[config.mk]
export PLATFORM = sky130hd
export DESIGN_NAME = iir_sos_tdm_sched_flat
export DESIGN_NICKNAME = d
export VERILOG_FILES = /design/src/rtl/iir_sos_tdm_sched_pkg.sv /design/src/rtl/iir_sos_tdm_sched_if.sv /design/src/rtl/iir_sos_tdm_sched_next_sec.sv /design/src/rtl/iir_sos_tdm_sched.sv /design/src/flat_wrapper.sv
export SDC_FILE = /design/constraint.sdc
export NUM_CORES = 1
export LEC_CHECK = 0
export BUFFER_PORTS_ARGS = -buffer_cell sky130_fd_sc_hd__buf_2
export CORE_MARGIN = 2
export CORE_UTILIZATION = 45
export CTS_CLUSTER_SIZE = 16
export DETAILED_ROUTE_END_ITERATION = 6
export PLACE_DENSITY = 0.65
export SKIP_CTS_REPAIR_TIMING = 1
export SLEW_MARGIN = 20
export SYNTH_ARGS = -nofsm -noshare
export SYNTH_HDL_FRONTEND = slang
export SYNTH_SLANG_ARGS = --single-unit
[constraint.sdc]
create_clock -name clk -period 4.76 [get_ports clk]
set_clock_uncertainty 0.05 [all_clocks]
set_input_delay 0.714 -clock clk [delete_from_list [all_inputs] [get_ports clk]]
set_output_delay 0.714 -clock clk [all_outputs]
set_load 0.01 [all_outputs]
[src/rtl/iir_sos_tdm_sched_pkg.sv]
// Shared types and default sizes for the time-multiplexed biquad cascade sequencer.
package iir_sos_tdm_sched_pkg;

    // Section index width; the cascade holds at most 8 sections
    localparam int SEC_W    = 3;
    localparam int NSEC_DEF = 7;
    localparam int DW_DEF   = 16;
    localparam int AW_DEF   = 11;

    // Sequencer states
    typedef enum logic [2:0] {
        ST_IDLE     = 3'd0,
        ST_WAIT_IN  = 3'd1,
        ST_ISSUE    = 3'd2,
        ST_WAIT_ENG = 3'd3,
        ST_EMIT     = 3'd4,
        ST_DONE     = 3'd5
    } state_e;

endpackage

[src/rtl/iir_sos_tdm_sched_if.sv]
// Bus between the sequencer (master) and the shared biquad engine (slave).
interface iir_sos_tdm_sched_if
    import iir_sos_tdm_sched_pkg::*;
#(
    parameter int DW = DW_DEF
);
    logic             eng_clr;
    logic             eng_start;
    logic [SEC_W-1:0] eng_sec;
    logic [DW-1:0]    eng_x;
    logic [DW-1:0]    eng_y;
    logic             eng_done;

    modport master (
        output eng_clr, eng_start, eng_sec, eng_x,
        input  eng_y, eng_done
    );

    modport slave (
        input  eng_clr, eng_start, eng_sec, eng_x,
        output eng_y, eng_done
    );
endinterface

[src/rtl/iir_sos_tdm_sched_next_sec.sv]
// Priority finder: lowest enabled section strictly above idx_i, or the lowest
// enabled section overall when first_i is set.
module iir_sos_tdm_sched_next_sec
    import iir_sos_tdm_sched_pkg::*;
#(
    parameter int NSEC = NSEC_DEF
) (
    input  logic [NSEC-1:0]  mask_i,
    input  logic [SEC_W-1:0] idx_i,
    input  logic             first_i,
    output logic [SEC_W-1:0] nxt_o,
    output logic             found_o
);

    logic hit_s;

    // Scan from the top down so the lowest qualifying index is the last one kept
    always_comb begin
        nxt_o   = {SEC_W{1'b0}};
        found_o = 1'b0;
        hit_s   = 1'b0;
        for (int i = NSEC - 1; i >= 0; i--) begin
            hit_s   = mask_i[i] & (first_i | (i > int'(idx_i)));
            nxt_o   = hit_s ? SEC_W'(i) : nxt_o;
            found_o = found_o | hit_s;
        end
    end

endmodule

[src/rtl/iir_sos_tdm_sched.sv]
// Frame sequencer that walks each input sample through the enabled biquad
// sections on one shared engine, then emits the result with its frame address.
module iir_sos_tdm_sched
    import iir_sos_tdm_sched_pkg::*;
#(
    parameter int NSEC        = NSEC_DEF,
    parameter int DW          = DW_DEF,
    parameter int AW          = AW_DEF,
    parameter int FRAME_LEN   = 2048,
    parameter int ENG_TIMEOUT = 64
) (
    input  logic                clk,
    input  logic                rst_n,
    input  logic                start_i,
    input  logic                abort_i,
    input  logic [NSEC-1:0]     sec_en_i,
    input  logic [DW-1:0]       in_data_i,
    input  logic                in_valid_i,
    output logic                in_ready_o,
    iir_sos_tdm_sched_if.master eng,
    output logic [DW-1:0]       out_data_o,
    output logic [AW-1:0]       out_addr_o,
    output logic                out_valid_o,
    output logic                done_o,
    output logic                busy_o,
    output logic                err_o
);

    localparam int TW = $clog2(ENG_TIMEOUT + 1);

    // Sequencer state
    state_e           state_q, state_d;
    logic [NSEC-1:0]  mask_q, mask_d;
    logic [AW-1:0]    addr_q, addr_d;
    logic [SEC_W-1:0] sec_q, sec_d;
    logic [DW-1:0]    cur_q, cur_d;
    logic [TW-1:0]    tmo_q, tmo_d;
    logic             err_q, err_d;
    logic             clr_d;

    // Registered outputs
    logic             in_ready_q, in_ready_d;
    logic             busy_q, busy_d;
    logic             eng_clr_q;
    logic             eng_start_q, eng_start_d;
    logic [SEC_W-1:0] eng_sec_q, eng_sec_d;
    logic [DW-1:0]    eng_x_q, eng_x_d;
    logic [DW-1:0]    out_data_q, out_data_d;
    logic [AW-1:0]    out_addr_q, out_addr_d;
    logic             out_valid_q, out_valid_d;
    logic             done_q, done_d;

    // Section finder: "first" mode while waiting for a new sample
    logic             first_s;
    logic [SEC_W-1:0] nxt_sec_s;
    logic             found_s;

    assign first_s = (state_q == ST_WAIT_IN);

    iir_sos_tdm_sched_next_sec #(
        .NSEC (NSEC)
    ) u_next_sec (
        .mask_i  (mask_q),
        .idx_i   (sec_q),
        .first_i (first_s),
        .nxt_o   (nxt_sec_s),
        .found_o (found_s)
    );

    // State and output registers
    always_ff @(posedge clk or negedge rst_n) begin
        if (!rst_n) begin
            state_q     <= ST_IDLE;
            mask_q      <= {NSEC{1'b0}};
            addr_q      <= {AW{1'b0}};
            sec_q       <= {SEC_W{1'b0}};
            cur_q       <= {DW{1'b0}};
            tmo_q       <= {TW{1'b0}};
            err_q       <= 1'b0;
            in_ready_q  <= 1'b0;
            busy_q      <= 1'b0;
            eng_clr_q   <= 1'b0;
            eng_start_q <= 1'b0;
            eng_sec_q   <= {SEC_W{1'b0}};
            eng_x_q     <= {DW{1'b0}};
            out_data_q  <= {DW{1'b0}};
            out_addr_q  <= {AW{1'b0}};
            out_valid_q <= 1'b0;
            done_q      <= 1'b0;
        end else begin
            state_q     <= state_d;
            mask_q      <= mask_d;
            addr_q      <= addr_d;
            sec_q       <= sec_d;
            cur_q       <= cur_d;
            tmo_q       <= tmo_d;
            err_q       <= err_d;
            in_ready_q  <= in_ready_d;
            busy_q      <= busy_d;
            eng_clr_q   <= clr_d;
            eng_start_q <= eng_start_d;
            eng_sec_q   <= eng_sec_d;
            eng_x_q     <= eng_x_d;
            out_data_q  <= out_data_d;
            out_addr_q  <= out_addr_d;
            out_valid_q <= out_valid_d;
            done_q      <= done_d;
        end
    end

    // Next-state logic; abort overrides every transition and leaves err alone
    always_comb begin
        state_d = state_q;
        mask_d  = mask_q;
        addr_d  = addr_q;
        sec_d   = sec_q;
        cur_d   = cur_q;
        tmo_d   = tmo_q;
        err_d   = err_q;
        clr_d   = 1'b0;
        case (state_q)
            ST_IDLE: begin
                if (start_i) begin
                    state_d = ST_WAIT_IN;
                    mask_d  = sec_en_i;
                    addr_d  = {AW{1'b0}};
                    err_d   = 1'b0;
                    clr_d   = 1'b1;
                end else begin
                    state_d = ST_IDLE;
                end
            end
            ST_WAIT_IN: begin
                if (in_valid_i) begin
                    cur_d = in_data_i;
                    if (found_s) begin
                        sec_d   = nxt_sec_s;
                        state_d = ST_ISSUE;
                    end else begin
                        state_d = ST_EMIT;
                    end
                end else begin
                    state_d = ST_WAIT_IN;
                end
            end
            ST_ISSUE: begin
                tmo_d   = {TW{1'b0}};
                state_d = ST_WAIT_ENG;
            end
            ST_WAIT_ENG: begin
                if (eng.eng_done) begin
                    cur_d = eng.eng_y;
                    if (found_s) begin
                        sec_d   = nxt_sec_s;
                        state_d = ST_ISSUE;
                    end else begin
                        state_d = ST_EMIT;
                    end
                end else if (tmo_q == TW'(ENG_TIMEOUT - 1)) begin
                    err_d   = 1'b1;
                    state_d = ST_IDLE;
                end else begin
                    tmo_d = tmo_q + TW'(1);
                end
            end
            ST_EMIT: begin
                if (addr_q == AW'(FRAME_LEN - 1)) begin
                    state_d = ST_DONE;
                end else begin
                    addr_d  = addr_q + AW'(1);
                    state_d = ST_WAIT_IN;
                end
            end
            ST_DONE: begin
                state_d = ST_IDLE;
            end
            default: begin
                state_d = ST_IDLE;
            end
        endcase
        if (abort_i) begin
            state_d = ST_IDLE;
            mask_d  = mask_q;
            addr_d  = addr_q;
            err_d   = err_q;
            clr_d   = 1'b0;
        end else begin
            state_d = state_d;
        end
    end

    // Output decode from the next state so every output comes straight off a flop
    always_comb begin
        in_ready_d  = (state_d == ST_WAIT_IN);
        busy_d      = (state_d != ST_IDLE);
        eng_start_d = (state_d == ST_ISSUE);
        out_valid_d = (state_d == ST_EMIT);
        done_d      = (state_d == ST_DONE);
        eng_sec_d   = eng_sec_q;
        eng_x_d     = eng_x_q;
        out_data_d  = out_data_q;
        out_addr_d  = out_addr_q;
        if (state_d == ST_ISSUE) begin
            eng_sec_d = sec_d;
            eng_x_d   = cur_d;
        end else begin
            eng_sec_d = eng_sec_q;
            eng_x_d   = eng_x_q;
        end
        if (state_d == ST_EMIT) begin
            out_data_d = cur_d;
            out_addr_d = addr_d;
        end else begin
            out_data_d = out_data_q;
            out_addr_d = out_addr_q;
        end
    end

    assign in_ready_o    = in_ready_q;
    assign busy_o        = busy_q;
    assign err_o         = err_q;
    assign out_data_o    = out_data_q;
    assign out_addr_o    = out_addr_q;
    assign out_valid_o   = out_valid_q;
    assign done_o        = done_q;
    assign eng.eng_clr   = eng_clr_q;
    assign eng.eng_start = eng_start_q;
    assign eng.eng_sec   = eng_sec_q;
    assign eng.eng_x     = eng_x_q;

endmodule

[src/flat_wrapper.sv]
// flat-port wrapper written by rule: the top's interface ports become plain ports
module iir_sos_tdm_sched_flat import iir_sos_tdm_sched_pkg::*;
#(
    parameter int NSEC        = NSEC_DEF,
    parameter int DW          = DW_DEF,
    parameter int AW          = AW_DEF,
    parameter int FRAME_LEN   = 2048,
    parameter int ENG_TIMEOUT = 64
)
  (clk, rst_n, start_i, abort_i, sec_en_i, in_data_i, in_valid_i, in_ready_o, out_data_o, out_addr_o, out_valid_o, done_o, busy_o, err_o, eng_eng_clr, eng_eng_start, eng_eng_sec, eng_eng_x, eng_eng_y, eng_eng_done);
  iir_sos_tdm_sched_if #(.DW(DW)) eng_i ();
  input  logic clk;
  input  logic rst_n;
  input  logic start_i;
  input  logic abort_i;
  input  logic [NSEC-1:0] sec_en_i;
  input  logic [DW-1:0] in_data_i;
  input  logic in_valid_i;
  output logic in_ready_o;
  output logic [DW-1:0] out_data_o;
  output logic [AW-1:0] out_addr_o;
  output logic out_valid_o;
  output logic done_o;
  output logic busy_o;
  output logic err_o;
  output wire logic [$bits(eng_i.eng_clr)-1:0] eng_eng_clr;
  output wire logic [$bits(eng_i.eng_start)-1:0] eng_eng_start;
  output wire logic [$bits(eng_i.eng_sec)-1:0] eng_eng_sec;
  output wire logic [$bits(eng_i.eng_x)-1:0] eng_eng_x;
  input wire logic [$bits(eng_i.eng_y)-1:0] eng_eng_y;
  input wire logic [$bits(eng_i.eng_done)-1:0] eng_eng_done;
  assign eng_eng_clr = eng_i.eng_clr;
  assign eng_eng_start = eng_i.eng_start;
  assign eng_eng_sec = eng_i.eng_sec;
  assign eng_eng_x = eng_i.eng_x;
  assign eng_i.eng_y = eng_eng_y;
  assign eng_i.eng_done = eng_eng_done;
  iir_sos_tdm_sched #(.NSEC(NSEC), .DW(DW), .AW(AW), .FRAME_LEN(FRAME_LEN), .ENG_TIMEOUT(ENG_TIMEOUT)) u_core (.clk(clk), .rst_n(rst_n), .start_i(start_i), .abort_i(abort_i), .sec_en_i(sec_en_i), .in_data_i(in_data_i), .in_valid_i(in_valid_i), .in_ready_o(in_ready_o), .eng(eng_i), .out_data_o(out_data_o), .out_addr_o(out_addr_o), .out_valid_o(out_valid_o), .done_o(done_o), .busy_o(busy_o), .err_o(err_o));
endmodule
==> impl_metrics.toml <==
[clocking]
cts.clk_slew.worst_paths_ns = 0.09
htreeDepth = 3
cts_sinks = 100
clk_path_buf_depth = 2
clock_latency_ns = 0.36
cts_tree = "done"
root_buffer = "clkbuf_8"
cts_made_buffers = 9

[layout]
nets = 527
final_cell_mix = "dfrtp_1 (100), buf_2 (96), nand2_1 (55)"
diodes = 0
synthToLayoutAreaGrowth_pct = 17.60
final_common_cell = "dfrtp_1"
instances_no_fill = 617
drive_gt1_share_pct = 37.19

[detailed_routing]
drt-initial-drc-count = 113
wl_per_cell_um = 15.05
routed_wl_um = 9288
ant_nets = 0
drc = 0
dr_total_vias = 3236
routed_via_density = 5.245
dr.pass1.iters = 4

[floorplanning]
start_util_pct = 45.94
core_mm2 = 0.009684
die_x_um = 103.4
die_h_um = 103.4
die_area_mm2 = 0.01070
rows = 36
pin_count = 98

[sta]
rsz0062_at_grt = "no"
setup_tns_ns = 0
tightest_slew_ns = 0.8910
setup_viol = 0
period_share_pct = 67.31
slew_headroom_pct = 40.47
fmax_mhz = 312.1
hold_viol_final = 0
period_needed_ns = 3.204
maxSlewViolCount = 0

[yosys]
ys.warnings.count = 0
syn_inst = 384
syn_area_mm2 = 0.004449
synth_cell_types = 54
syn_nets = 431
synth_flop_cell = "dfrtp_1"
synthArstFlopShare_pct = 100.0
syn_area_per_cell_um2 = 11.59
yosysSeqAreaShare_pct = 56.24
ys_ff_latch = 100
synth_edf_count = 0

[worst_setup_path]
criticalPathCategory = "register to register"
crit_arrival_ns = 3.41
critPathSlowestCell = "dfrtp_1"
worst_ep_required_time_ns = 4.96
max_stage_delay_ns = 0.71
cp-end-kind = "register"
r2r-end = "u_core.out_data_o[7]$_DFFE_PN0N_"
start_kind = "register"
rr_worst_depth = 7
r2r-start = "u_core.state_q[2]$_DFF_PN0_"
path_cells = "nor3b_2 -> nor2_1 -> o22ai_2 -> nor2_4 -> nand2_1 -> buf_4 -> mux2_2"
regToRegSetupSlack_ns = 1.56
cp_max_fo = 27

[global_routing]
use_met2_pct = 27.94
grt_max_degree = 69
grt_use_met3_pct = 5.511
grt_pass1_vias = 3178
grt_pass1_wl_um = 15440
grt-ovfl-total = 0
antenna_found_initial = 0
grt_usage_pct = 18.60
grt-busiest-layer = "met2"
grtUsageMet1_pct = 27.05

[pwr]
p_leak_nw = 2.681
powerDensity_mw_per_mm2 = 492.6
ir_drop_mv = 0.2284

[place]
gp_congestion = 0.9519
place_inst = 602
hpwl_um = 6477
io_buffers = 97

[min_path]
hp-class = "primary input to async pin"

[status]
outcome = "finished clean"

[run]
maxCapViolCount = 0
## cell type report
class / instances / area (um2)
clock inverter: 6 / 42.54
clock buffer: 9 / 123.9
inverter: 9 / 33.78
sequential: 100 / 2502
multi-input combinational: 259 / 1846
tap: 133 / 166.4
fill: 884 / 4452
timing repair buffer: 101 / 518.0
## how the worst max path moves through the flow
stage	startpoint	slack, ns	endpoint	depth (start not counted)
finish	u_core.state_q[2]$_DFF_PN0_	1.56	u_core.out_data_o[7]$_DFFE_PN0N_	7
global route	u_core.state_q[2]$_DFF_PN0_	1.27	u_core.out_data_o[4]$_DFFE_PN0N_	6
CTS	u_core.state_q[2]$_DFF_PN0_	1.55	u_core.out_data_o[15]$_DFFE_PN0N_	6
detailed placement	u_core.state_q[2]$_DFF_PN0_	1.56	u_core.out_data_o[15]$_DFFE_PN0N_	6
global placement	u_core.state_q[2]$_DFF_PN0_	1.67	u_core.out_addr_o[10]$_DFFE_PN0N_	6
floorplan	eng_eng_done	2.31	u_core.out_addr_o[10]$_DFFE_PN0N_	8
## critical path: cells and delay by family (launching register included)
kind                   cells  cell delay, ns
AO/OA/AOI/OAI              1            0.36
multiplexers               1            0.38
buffers and inverters      1            0.40
flip-flops                 1            0.71
AND/OR/NAND/NOR            4            1.19
## where the power goes
group / total, mW / internal [mW] / switching [mW]
Clock: 0.479 / 0.187 / 0.292
Combinational: 0.826 / 0.388 / 0.438
Sequential: 1.27 / 1.11 / 0.164
Total: 2.58 / 1.68 / 0.894
## state kept, by name, summed over array words and instances (netlist names)
register              flops
u_core.eng.eng_x         16
u_core.err_o              1
u_core.cur_q             16
u_core.out_addr_o        11
u_core.busy_o             1
u_core.eng.eng_sec        3
u_core.state_q            3
u_core.eng.eng_start      1
u_core.done_o             1
u_core.out_data_o        16
u_core.sec_q              3
u_core.tmo_q              7
u_core.in_ready_o         1
u_core.addr_q            11
u_core.mask_q             7
u_core.out_valid_o        1
u_core.eng.eng_clr        1
## metrics by stage
stage / area [um2] / util [%] / hold WS, ns / power [mW] / setup slack [ns]
4_1_cts: 5233 / 54.03 / 0.4335 / 2.601 / 1.547
3_3_place_gp: 5066 / 52.31 / 0.4161 / 2.092 / 1.668
5_1_grt: 5233 / 54.03 / 0.4731 / 2.760 / 1.268
2_1_floorplan: 4449 / - / 0.3684 / 1.799 / 2.314
3_5_place_dp: 5066 / 52.31 / 0.4212 / 2.118 / 1.556
6_report: 5233 / 54.03 / 0.4012 / 2.577 / 1.556
## synthesized netlist by cell type, types with 2 or more instances
master	n	share of area (%)
dfrtp_1	100	56
nand2_1	55	4.6
mux2_2	45	11
nor2_1	22	1.9
a22oi_1	17	2.9
o21ai_0	17	1.9
a21oi_1	11	1.2
inv_1	9	0.76
mux2_4	8	2.7
nand2b_1	7	0.98
buf_2	6	0.67
clkbuf_1	6	0.51
nand3_1	6	0.67
and3_1	5	0.70
nand4_1	4	0.56
nor3_1	4	0.45
xor2_1	4	0.79
a21o_1	3	0.51
and4_1	3	0.59
nor4_1	3	0.42
o21bai_1	3	0.51
o22ai_1	3	0.42
o31ai_1	3	0.51
a22o_1	2	0.39
buf_4	2	0.34
ha_1	2	0.56
nand4b_1	2	0.39
nor4bb_1	2	0.45
o211ai_1	2	0.34
or2_2	2	0.28
or3_1	2	0.28
or3b_2	2	0.39
## cell families (layout without fill, tap and decap cells)
logic type      count (synthesis)  count (layout)  share of synthesized area (%)
xor+xnor                        4               4                         0.7873
mux                            53              53                          14.09
fa+ha+maj                       2               2                         0.5623
compound gates                 74              74                          11.50
buf+inv                        25             125                          2.615
flops                         100             100                          56.24
simple gates                  126             126                          14.20
## metal layers
metal / up-vias / routed length, um
met3: 8 / 561
met5: - / 0
met1: 1559 / 4597
met2: 99 / 4038
met4: 0 / 91
li1: 1570 / -
Note: power is estimated with default switching activity, not from simulation.
